<file path="src/rtl/shifter_pkg.sv">
// Types and constants shared by the transmit- and receive-side shifters.
package shifter_pkg;
  typedef enum logic {PISO_IDLE = 1'b0, PISO_SHIFT = 1'b1} piso_state_t;

  localparam logic DIR_LSB_FIRST = 1'b0;
  localparam logic DIR_MSB_FIRST = 1'b1;
endpackage

</file>
<file path="src/rtl/piso_bit_counter.sv">
// Bits-remaining counter for one frame: loads N on accept, counts down per enabled shift.
// last flags the final bit of the frame.
module piso_bit_counter #(
  parameter int N = 32
) (
  input  logic clk,
  input  logic clr,
  input  logic load,
  input  logic en,
  input  logic active,
  output logic last
);
  localparam int CW = $clog2(N + 1);

  logic [CW-1:0] cnt;

  // A reload on the last-bit cycle takes priority over the decrement.
  always_ff @(posedge clk or negedge clr) begin
    if (!clr) begin
      cnt <= '0;
    end else if (load) begin
      cnt <= CW'(N);
    end else if (active && en) begin
      cnt <= cnt - CW'(1);
    end
  end

  assign last = (cnt == CW'(1));
endmodule

</file>
<file path="src/rtl/piso_shift.sv">
// Parallel-in serial-out shifter: accepts an N-bit word and emits it one bit per enabled cycle.
// First bit valid the cycle after accept; load_ready re-opens on the last-bit cycle for gapless frames.
module piso_shift
  import shifter_pkg::*;
#(
  parameter int N = 32
) (
  input  logic         clk,
  input  logic         clr,
  input  logic         en,
  input  logic         dir,
  input  logic         load_valid,
  output logic         load_ready,
  input  logic [N-1:0] load_data,
  output logic         sout,
  output logic         sout_valid,
  output logic         busy,
  output logic         done
);
  piso_state_t  state;
  piso_state_t  state_nxt;
  logic [N-1:0] sreg;
  logic         dir_q;
  logic         last;
  logic         accept;

  assign accept = load_valid && load_ready;

  piso_bit_counter #(.N(N)) u_cnt (
    .clk   (clk),
    .clr   (clr),
    .load  (accept),
    .en    (en),
    .active(busy),
    .last  (last)
  );

  always_ff @(posedge clk or negedge clr) begin
    if (!clr) begin
      state <= PISO_IDLE;
    end else begin
      state <= state_nxt;
    end
  end

  always_comb begin
    state_nxt = state;
    case (state)
      PISO_IDLE: begin
        if (accept) state_nxt = PISO_SHIFT;
      end
      PISO_SHIFT: begin
        if (en && last) state_nxt = accept ? PISO_SHIFT : PISO_IDLE;
      end
      default: state_nxt = PISO_IDLE;
    endcase
  end

  always_comb begin
    busy       = (state == PISO_SHIFT);
    sout_valid = busy && en;
    load_ready = !busy || (en && last);
  end

  always_ff @(posedge clk or negedge clr) begin
    if (!clr) begin
      sreg  <= '0;
      dir_q <= DIR_LSB_FIRST;
      done  <= 1'b0;
    end else begin
      done <= sout_valid && last;
      if (accept) begin
        sreg  <= load_data;
        dir_q <= dir;
      end else if (sout_valid) begin
        sreg <= (dir_q == DIR_MSB_FIRST) ? {sreg[N-2:0], 1'b0} : {1'b0, sreg[N-1:1]};
      end
    end
  end

  // Zero-fill means an idle register always presents 0 on the serial line.
  assign sout = (dir_q == DIR_MSB_FIRST) ? sreg[N-1] : sreg[0];
endmodule

</file>
<file path="config.mk">
export PLATFORM = sky130hd
export DESIGN_NAME = piso_shift
export DESIGN_NICKNAME = d
export VERILOG_FILES = /design/src/rtl/shifter_pkg.sv /design/src/rtl/piso_bit_counter.sv /design/src/rtl/piso_shift.sv
export SDC_FILE = /design/constraint.sdc
export NUM_CORES = 1
export LEC_CHECK = 0
export CAP_MARGIN = 20
export CORE_AREA = 5 5 97 63
export CTS_CLUSTER_SIZE = 8
export DETAILED_ROUTE_END_ITERATION = 6
export DIE_AREA = 0 0 102 68
export PLACE_DENSITY = 0.85
export SYNTH_ARGS = -nofsm -noshare
export SYNTH_HDL_FRONTEND = slang
export SYNTH_SLANG_ARGS = --single-unit
</file>
<file path="constraint.sdc">
create_clock -name clk -period 4.3 [get_ports clk]
set_input_delay 0.645 -clock clk [delete_from_list [all_inputs] [get_ports clk]]
set_output_delay 0.645 -clock clk [all_outputs]
set_load 0.03 [all_outputs]
</file>
==> summary.md <==
| Metric | Value |
|---|---|
| Antenna violations before repair | 0 |
| Power density cells | 562 mW/mm^2 |
| Fillers | 442 |
| Met2 wire len | 3300 um |
| Post-synth EDFFs | 0 |
| Setup crit end | load_ready |
| Pins Over Slew Limit | 0 |
| R2R setup slack | 2.37 ns |
| Register area | 0.00103 sq mm |
| Initial Util | 0.550 |
| Routed met1 length | 3600 um |
| Final WL | 7430 um |
| Total congestion overflow | 0 |
| Multi-input gate area | 0.00167 sq mm |
| GP Congestion | 0.834 |
| Combinational Power Share | 0.449 |
| Slew @ Worst Pin | 0.970 ns |
| Row cnt | 21 |
| Final period util | 0.663 |
| Highest metal used | met4 |
| Fmax | 351 MHz |
| Kind of critical path | input port to primary output |
| Synth Register Bits | 41 |
| Final Cell Area | 0.00335 sq mm |
| Critical path launch point type | input port |
| DRC | 0 |
| Slew headroom | 0.353 |
| CP startpoint | en |
| Reg-to-reg startpoint | u_cnt.cnt[2] |
| Crit path arrival time | 2.21 ns |
| Synth area leaders | dfrtp_1 36%, a211oi_1 16%, mux2_2 13% |
| Die width | 102 um |
| Clk_skew | 0.00784 ns |
| PostCTS Resize Cnt | 0 |
| Crit end category | primary output |
| Cts hold-fix bufs | 0 |
| Wire length on met3 | 439 um |
| First-pass GRT wire length | 12200 um |
| WL/cell | 18.7 um |
| Worst path required time | 3.65 ns |
| Worst hold path type | input port to async pin |
| Most numerous cell in the Yosys netlist | a211oi_1 |
| RSZ-0062 raised after global routing | no |
| TritonCTS Sinks | 41 |
| Post-synthesis net count | 345 |
| Final Setup Violations | 0 |
| Later-pin clock latency in the skew report | 0.30 ns |
| Leakage Power | 0.00114 uW |
| Nets | 367 |
| N_diodes | 0 |
| Buffer count from post-CTS setup fixing | 0 |
| Yosys warning count | 0 |
| First-pass detailed-route iteration total | 4 |
| Synth Flop Type | dfrtp_1 |
| I/O pin count | 42 |
| # H-tree levels | 2 |
| Total global-route track usage | 0.222 |
| Seq/Total Area, Yosys | 0.357 |
| WHS | 0.496 ns |
| Int Pwr | 1130 uW |
| Crit path time final | 2.85 ns |
| Final HPWL DP | 4600 um |
| Yosys top cell area share | 0.357 |
| Reg2Reg Depth | 4 |
| Routed Antenna Nets | 0 |
| Worst-path maximum fanout | 34 |
| Num CTS Buffers | 5 |
| Share of cells above drive strength 1 | 0.162 |
| Synthesized area per cell | 9.40 sq um |
| Die Y | 68 um |
| Vias in the first global route | 2450 |
| Sw power | 758 uW |
| Initial drt markers | 180 |
| Post-synth cell types | 36 |
| Pin count of the biggest net entering global routing | 64 |
| Clock share of power | 0.140 |
| Fraction of registers with async set/reset | 1.00 |
| Synthesis-to-finish area growth | 16.6% |
| Core Region | 0.00523 sq mm |
| TNS Setup | 0 ns |
| Fin. Hold Viols | 0 |
| Worst-path clk slew | 0.08 ns |
| Die ar. | 0.00694 sq mm |
| Worst flop-to-flop path endpoint | sreg[0] |
| Mapped Cells | 306 |
| Dpl cell area | 0.00327 sq mm |
| Max cap viols | 0 |
| Root Buffer | clkbuf_8 |
| Via density | 6.58 |
| Worst vdd ir | 219 uV |
| Net Sw Frac | 0.402 |
| Routed vias | 2612 |
| CTS tree | built |
| Input/output buffers | 41 |
| Area leader, netlist | dfrtp_1 |
| Synth cell count leaders | 60 x a211oi_1, 41 x dfrtp_1, 32 x mux2_2, 31 x nor2b_1, 31 x nor3_1 |
| Status | completed |
| Share of power burned in registers | 0.411 |
| Mapped cell area | 0.00288 sq mm |
| CTS max path bufs | 2 |
[cell type report]
type | count | share of cell area
clock buffers | 7 | 0.0258
repair buffers | 49 | 0.138
inverters | 4 | 0.00448
well taps | 69 | 0.0258
flip-flops and latches | 41 | 0.306
multi-input cells | 227 | 0.499
[how the worst min path moves through the flow]
stage               cells past startpoint  slack (ns)           end
global route                            1        0.57      sreg[14]
CTS                                     1        0.53      sreg[16]
floorplan                               0        0.35          busy
detailed placement                      1        0.55  u_cnt.cnt[0]
finish                                  1        0.50      sreg[15]
global placement                        2        0.52  u_cnt.cnt[1]
[metal layers]
| metal | global-route usage | vias to the layer above |
|---|---|---|
| met4 | 0.0638 | 0 |
| met1 | 0.319 | 1283 |
| li1 | - | 1232 |
| met3 | 0.0377 | 14 |
| met5 | 0 | - |
| met2 | 0.346 | 83 |
[worst max-delay path, stage by stage]
cell and delay (ns):
clkdlybuf4s50_1 0.60, nand4bb_1 0.13, buf_4 0.27, o31ai_1 0.32
buf_4 0.23
[per-stage QoR]
step | utilization | total power, uW | instances | worst slack, ns
2_1_floorplan | - | 1410 | 306 | 1.95
3_3_place_gp | 0.625 | 1570 | 390 | 1.52
3_5_place_dp | 0.625 | 1610 | 390 | 1.46
4_1_cts | 0.641 | 1880 | 397 | 1.45
5_1_grt | 0.641 | 2020 | 397 | 1.36
6_report | 0.641 | 1880 | 397 | 1.45
[state kept, by name, indices dropped and copies added, names as in the netlist]
| name | cells |
|---|---|
| busy | 1 |
| dir_q | 1 |
| u_cnt.cnt | 6 |
| sreg | 32 |
| done | 1 |
[cell families after synthesis]
group / synth area share
mux: 0.136
flops: 0.357
buf+inv: 0.0609
fa+ha+maj: 0.00870
simple gates: 0.168
xor+xnor: 0.00305
compound gates: 0.267
[power groups by stage]
stage | Sequential (uW) | Combinational, uW | Clock (uW)
final | 774 | 846 | 264
after global routing | 799 | 940 | 282
after CTS | 765 | 846 | 269
after detailed placement | 771 | 841 | 0
after global placement | 758 | 816 | 0
after floorplan | 691 | 715 | 0
[cells in the final DEF, fill, tap and decap left out, types with 3 or more instances in the layout]
master,instances
o22ai_1,30
nor2_1,4
mux2_2,32
mux2i_1,3
nor3_1,31
dfrtp_1,40
clkdlybuf4s50_1,39
inv_1,4
o31ai_1,4
nand2_1,4
nor2b_1,31
clkbuf_8,6
a211oi_1,60
o21ai_0,3
nand3_1,3
buf_4,9
No activity file was read; power rests on OpenSTA's default activity.
